==> config.mk <==
export PLATFORM = sky130hd
export DESIGN_NAME = ub_port_arbiter
export DESIGN_NICKNAME = d
export VERILOG_FILES = /design/src/rtl/tpu_pkg.sv /design/src/rtl/rr_arbiter3.sv /design/src/rtl/ub_port_arbiter.sv
export SDC_FILE = /design/constraint.sdc
export NUM_CORES = 1
export LEC_CHECK = 0
export BUFFER_PORTS_ARGS = -buffer_cell sky130_fd_sc_hd__buf_2
export CORE_MARGIN = 3
export CORE_UTILIZATION = 45
export DETAILED_ROUTE_END_ITERATION = 10
export PLACE_DENSITY = 0.81
export SKIP_LAST_GASP = 1
export SLEW_MARGIN = 5
export SYNTH_ARGS = -nofsm -noshare
export SYNTH_HDL_FRONTEND = slang
export SYNTH_HIERARCHICAL = 1
export SYNTH_SLANG_ARGS = --single-unit
==> constraint.sdc <==
create_clock -name clk -period 3.59 [get_ports clk]
set_input_delay 0 -clock clk [delete_from_list [all_inputs] [get_ports clk]]
set_output_delay 0 -clock clk [all_outputs]
set_load 0.01 [all_outputs]
==> src/rtl/tpu_pkg.sv <==
// Shared TPU definitions: UB geometry, requester indices and arbiter state encoding.
package tpu_pkg;

  localparam int ADDR_W  = 13;
  localparam int NUM_REQ = 3;

  localparam logic [1:0] REQ_WEIGHT = 2'd0;
  localparam logic [1:0] REQ_INPUT  = 2'd1;
  localparam logic [1:0] REQ_STORE  = 2'd2;

  typedef enum logic {
    IDLE  = 1'b0,
    BURST = 1'b1
  } ub_arb_state_t;

  // (idx + step) mod 3, for idx in 0..2 and step in 0..3
  function automatic logic [1:0] rr_step(input logic [1:0] idx, input logic [1:0] step);
    logic [2:0] sum;
    sum = {1'b0, idx} + {1'b0, step};
    if (sum >= 3'd3) begin
      sum = sum - 3'd3;
    end
    return sum[1:0];
  endfunction

  function automatic logic [2:0] req_onehot(input logic [1:0] idx);
    return 3'b001 << idx;
  endfunction

endpackage

==> src/rtl/rr_arbiter3.sv <==
// Three-way round-robin pick: the search starts one past the last granted requester.
module rr_arbiter3 (
  input  logic [2:0] req,
  input  logic [1:0] ptr,
  output logic [1:0] winner,
  output logic       any_valid
);
  import tpu_pkg::*;

  logic [1:0] cand [NUM_REQ];
  logic [2:0] hit;

  genvar gi;
  generate
    for (gi = 0; gi < NUM_REQ; gi++) begin : g_cand
      assign cand[gi] = rr_step(ptr, 2'(gi + 1));
      assign hit[gi]  = req[cand[gi]];
    end
  endgenerate

  // Earliest candidate in scan order wins
  always_comb begin
    winner = cand[2];
    if (hit[1]) begin
      winner = cand[1];
    end
    if (hit[0]) begin
      winner = cand[0];
    end
  end

  assign any_valid = |req;

endmodule

==> src/rtl/ub_port_arbiter.sv <==
// Unified-buffer port arbiter: round-robin burst ownership of the single UB port
// for weight fetch, input fetch (reads) and accumulator store (writes).
module ub_port_arbiter #(
  parameter int ADDR_W = tpu_pkg::ADDR_W,
  parameter int DATA_W = 16,
  parameter int LEN_W  = 4
) (
  input  logic                  clk,
  input  logic                  reset_n,
  input  logic [2:0]            req_valid,
  input  logic [3*ADDR_W-1:0]   req_addr,
  input  logic [3*LEN_W-1:0]    req_len,
  output logic [2:0]            req_ready,
  output logic [2:0]            rd_valid,
  output logic [DATA_W-1:0]     rd_data,
  input  logic [DATA_W-1:0]     wr_data,
  output logic                  wr_pop,
  output logic [2:0]            done,
  output logic                  busy,
  output logic                  mem_en,
  output logic                  mem_we,
  output logic [ADDR_W-1:0]     mem_addr,
  output logic [DATA_W-1:0]     mem_wdata,
  input  logic [DATA_W-1:0]     mem_rdata
);
  import tpu_pkg::*;

  ub_arb_state_t     state_reg;
  logic [1:0]        owner_reg;
  logic [1:0]        ptr_reg;
  logic [ADDR_W-1:0] base_reg;
  logic [LEN_W-1:0]  last_beat_reg;
  logic [LEN_W-1:0]  beat_reg;
  logic [2:0]        req_ready_reg;
  logic [2:0]        rd_valid_reg;
  logic [2:0]        done_reg;

  logic [ADDR_W-1:0] addr_slice [NUM_REQ];
  logic [LEN_W-1:0]  len_slice  [NUM_REQ];
  logic [1:0]        winner;
  logic              any_valid;
  logic              last_beat;
  logic              in_burst;
  logic [2:0]        rd_valid_next;

  genvar gi;
  generate
    for (gi = 0; gi < NUM_REQ; gi++) begin : g_slice
      assign addr_slice[gi] = req_addr[gi*ADDR_W +: ADDR_W];
      assign len_slice[gi]  = req_len[gi*LEN_W +: LEN_W];
    end
  endgenerate

  rr_arbiter3 u_rr (
    .req       (req_valid),
    .ptr       (ptr_reg),
    .winner    (winner),
    .any_valid (any_valid)
  );

  assign in_burst  = (state_reg == BURST);
  assign last_beat = (beat_reg == last_beat_reg);

  always_comb begin
    rd_valid_next = 3'b000;
    if (in_burst && (owner_reg != REQ_STORE)) begin
      rd_valid_next = req_onehot(owner_reg);
    end
  end

  // len-1 in LEN_W bits makes the 0 encoding land on the full 2**LEN_W beat count
  always_ff @(posedge clk or negedge reset_n) begin
    if (!reset_n) begin
      state_reg     <= IDLE;
      owner_reg     <= REQ_WEIGHT;
      ptr_reg       <= REQ_STORE;
      base_reg      <= '0;
      last_beat_reg <= '0;
      beat_reg      <= '0;
      req_ready_reg <= 3'b000;
      rd_valid_reg  <= 3'b000;
      done_reg      <= 3'b000;
    end else begin
      req_ready_reg <= 3'b000;
      done_reg      <= 3'b000;
      rd_valid_reg  <= rd_valid_next;
      case (state_reg)
        IDLE: begin
          if (any_valid) begin
            owner_reg     <= winner;
            base_reg      <= addr_slice[winner];
            last_beat_reg <= len_slice[winner] - LEN_W'(1);
            beat_reg      <= '0;
            req_ready_reg <= req_onehot(winner);
            state_reg     <= BURST;
          end
        end
        BURST: begin
          if (last_beat) begin
            ptr_reg   <= owner_reg;
            done_reg  <= req_onehot(owner_reg);
            state_reg <= IDLE;
          end else begin
            beat_reg <= beat_reg + LEN_W'(1);
          end
        end
        default: state_reg <= IDLE;
      endcase
    end
  end

  assign busy      = in_burst;
  assign mem_en    = in_burst;
  assign mem_we    = in_burst && (owner_reg == REQ_STORE);
  assign mem_addr  = in_burst ? (base_reg + ADDR_W'(beat_reg)) : '0;
  assign mem_wdata = wr_data;
  assign wr_pop    = mem_en & mem_we;

  assign req_ready = req_ready_reg;
  assign rd_valid  = rd_valid_reg;
  assign rd_data   = mem_rdata;
  assign done      = done_reg;

endmodule

==> reports/qor.txt <==
Status: completed
Gr usage total: 17.72%
Hold EP: mem_wdata[9]
Hold_sp: wr_data[9]
Die Area: 0.006570 mm²
Crit Path Category: reg -> reg
Worst skew pair latency: 280 ps
1st-pass router iterations: 4
Pin count of the biggest net entering global routing: 37
Syn Std Cell Area: 0.002535 mm²
# clock sinks: 35
Cts bufs inserted: 5
Post-synth net total: 380
Cell Chain, Critical Path: inv_1 > ha_1 > inv_1 > o311ai_1 > o21a_1 > nor2b_2 > a2bb2oi_1 > ha_1 > xor2_1 > o21ai_1
CTS max path bufs: 2
Final hold violations: 0
Synthesized area per cell: 8.989 µm²
DR iter-0 viols: 126
Seq. cell area: 877.1 µm²
Setup bufs post-CTS: 0
Initial antenna violation count: 0
Share of cells above drive strength 1: 31.91%
Worst Setup End Kind: register
Share of synthesized registers carrying an async set or reset: 100.0%
Sw frac: 46.38%
Ant diodes: 0
Pint: 1.498 mW
TritonCTS clock tree: yes
FF-to-FF path depth: 10
Hold Path Class: in -> out
Worst stage delay on the critical path: 580 ps
Tmin final: 3092 ps
Setup slack, reg-to-reg: 500 ps
Core Util, Final: 54.44%
Yosys warnings: 6
Yosys top cell area share: 33.56%
Primary FF master, synth: dfrtp_1
Pins over their slew limit: 0
P_leak: 1.452 nW
Core Region: 0.005270 mm²
Die Y: 81.06 µm
Post-synthesis instance total: 282
Req. time, crit path: 3720 ps
Sequential fraction of the synthesis area: 34.60%
Cell Count Post-Placement: 387
Max Clock Freq: 323.4 MHz
Critical path data arrival time: 3230 ps
Nets: 427
CP startpoint kind: register
Tcrit/Tclk final: 86.13%
Drt total wl: 5.855 mm
Fill count: 497
Synth area leaders: dfrtp_1, buf_4, mux2i_1
P&R area growth vs syn: 13.18%
Avg WL per Cell: 14.67 µm
Pwr/cell area: 974.0 mW/mm²
Area occupied by multi-input gates: 0.001316 mm²
Measured slew at the worst slew-check pin: 1048 ps
Fin Clk Skew: 4.985 ps
Setup TNS: 0 ps
Rows: 26
Sequential power share: 25.7%
RePlAce Congestion: 0.7984
Starting Density: 48.10%
RSZ-0062 raised after global routing: false
Max-slew headroom: 29.94%
Die width: 81.06 µm
Dpl hpwl: 4.338 mm
CTS clk-pin slew, worst paths: 70 ps
Remaining DRCs: 0
# IOs: 146
Port bufs: 81
Vias per cell: 5.376
Vias after detailed routing: 2145
Final Non-Filler Cells: 399
Maxcap violations: 0
Final setup violation count: 0
Net Switching: 1.296 mW
Hold path cells: 0
H-tree lvl count: 2
Worst VDD drop: 0.7034 mV
Worst R2R End: last_beat_reg[2]
Clock Power Share: 10.2%
FF+latch count, synth: 35
Synth area leader: dfrtp_1
Max FFs per register: 13
Comb pwr share: 64.0%
Global route total overflow: 0
RR Startpoint: ptr_reg[1]
Vias in the first global route: 1922
Post-synth cell types: 49
Crit path max fanout: 17
Root buffer cell: clkbuf_8
Antenna viol nets, final: 0
Slowest cell on crit path: nor2b_2
Global-route wire length before repair: 9.094 mm
Post-synth EDFFs: 0
-- kinds of logic after synthesis --
family          Yosys count  synth area share, %
compound gates           62                14.91
xor+xnor                  9                3.109
fa+ha+maj                10                5.232
buf+inv                  55                13.77
flops                    35                34.60
mux                      29                11.94
other cells               1               0.1479
simple gates             81                16.29
-- worst max-delay path, delay by kind of cell, from the launching register on --
| kind | cells | cell delay [ps] |
|---|---|---|
| AO/OA/AOI/OAI | 4 | 810 |
| adder cells (fa/ha/maj) | 2 | 720 |
| AND/OR/NAND/NOR | 1 | 580 |
| flip-flops | 1 | 550 |
| buffers and inverters | 2 | 140 |
| XOR/XNOR | 1 | 140 |
-- layer usage --
layer | track usage [%] | share of wire [%] | vias up
met5 | 0 | 0 | -
met4 | 8.784 | 2.8 | 0
met3 | 1.996 | 6.4 | 27
met2 | 27.83 | 47 | 80
met1 | 24.23 | 44 | 1000
li1 | - | - | 1038
-- final cells by class --
class	count	area share, %
clock buffers	6	2.878
inverters	6	0.7850
multi-input cells	192	45.88
repair buffers	89	16.66
clock inverters	1	0.1744
well taps	70	3.053
flip-flops and latches	35	30.57
-- placed cells by master, fill, tap and decap left out, drive strengths merged, types with 2 or more instances in the layout --
cell type	Yosys	routed
a21o	3	3
a21oi	21	21
a2bb2oi	2	2
and2	3	3
and3	4	4
buf	42	84
clkbuf	7	6
dfrtp	34	34
dlygate4sd3	0	5
ha	9	9
inv	6	6
mux2	7	7
mux2i	22	22
nand2	25	25
nand2b	6	6
nand3	3	3
nand4	3	3
nor2	18	18
nor2b	3	3
nor3	3	3
nor3b	4	4
nor4bb	2	2
o21a	3	3
o21ai	22	22
o22a	2	2
or3	4	4
xnor2	5	5
xor2	4	4
-- what timing repair did --
item,4_1_cts,5_1_grt
setup endpoints to repair,0,3
endpoints found under the hold margin,38,0
gates resized for setup,0,1
hold buffers,5,0
-- how the worst max path moves through the flow --
stage	cells past startpoint	slack, ps	to	start
floorplan	11	940	last_beat_reg[3]	ptr_reg[1]
global placement	10	360	last_beat_reg[2]	ptr_reg[1]
detailed placement	10	180	last_beat_reg[2]	ptr_reg[1]
CTS	10	170	last_beat_reg[2]	ptr_reg[1]
global route	11	270	last_beat_reg[2]	ptr_reg[1]
finish	10	500	last_beat_reg[2]	ptr_reg[1]
-- synth_stat cells (5+ instances only) --
master    number
buf_4         34
dfrtp_1       34
nand2_1       25
mux2i_1       22
a21oi_1       21
o21ai_0       19
nor2_1        18
ha_1           9
clkbuf_1       7
buf_2          6
mux2_2         6
inv_1          5
xnor2_1        5
-- power by group through the flow --
stage,clock network [mW],registers (mW),logic [mW]
global placement,0,0.710,1.71
CTS,0.288,0.717,1.80
detailed placement,0,0.724,1.78
finish,0.286,0.719,1.79
floorplan,0,0.682,1.40
global route,0.304,0.745,2.00
-- per-stage QoR --
step	total power, mW	hold slack [ps]	instance area, µm²	setup WS [ps]
finish	2.795	0.004449	2869	498.0
global placement	2.422	0.07494	2729	358.1
CTS	2.805	0.07494	2867	170.0
detailed placement	2.505	0.07494	2729	179.5
global route	3.049	0.01514	2869	274.3
floorplan	2.079	-295.6	2535	941.4
No activity file was read; power rests on OpenSTA's default activity.
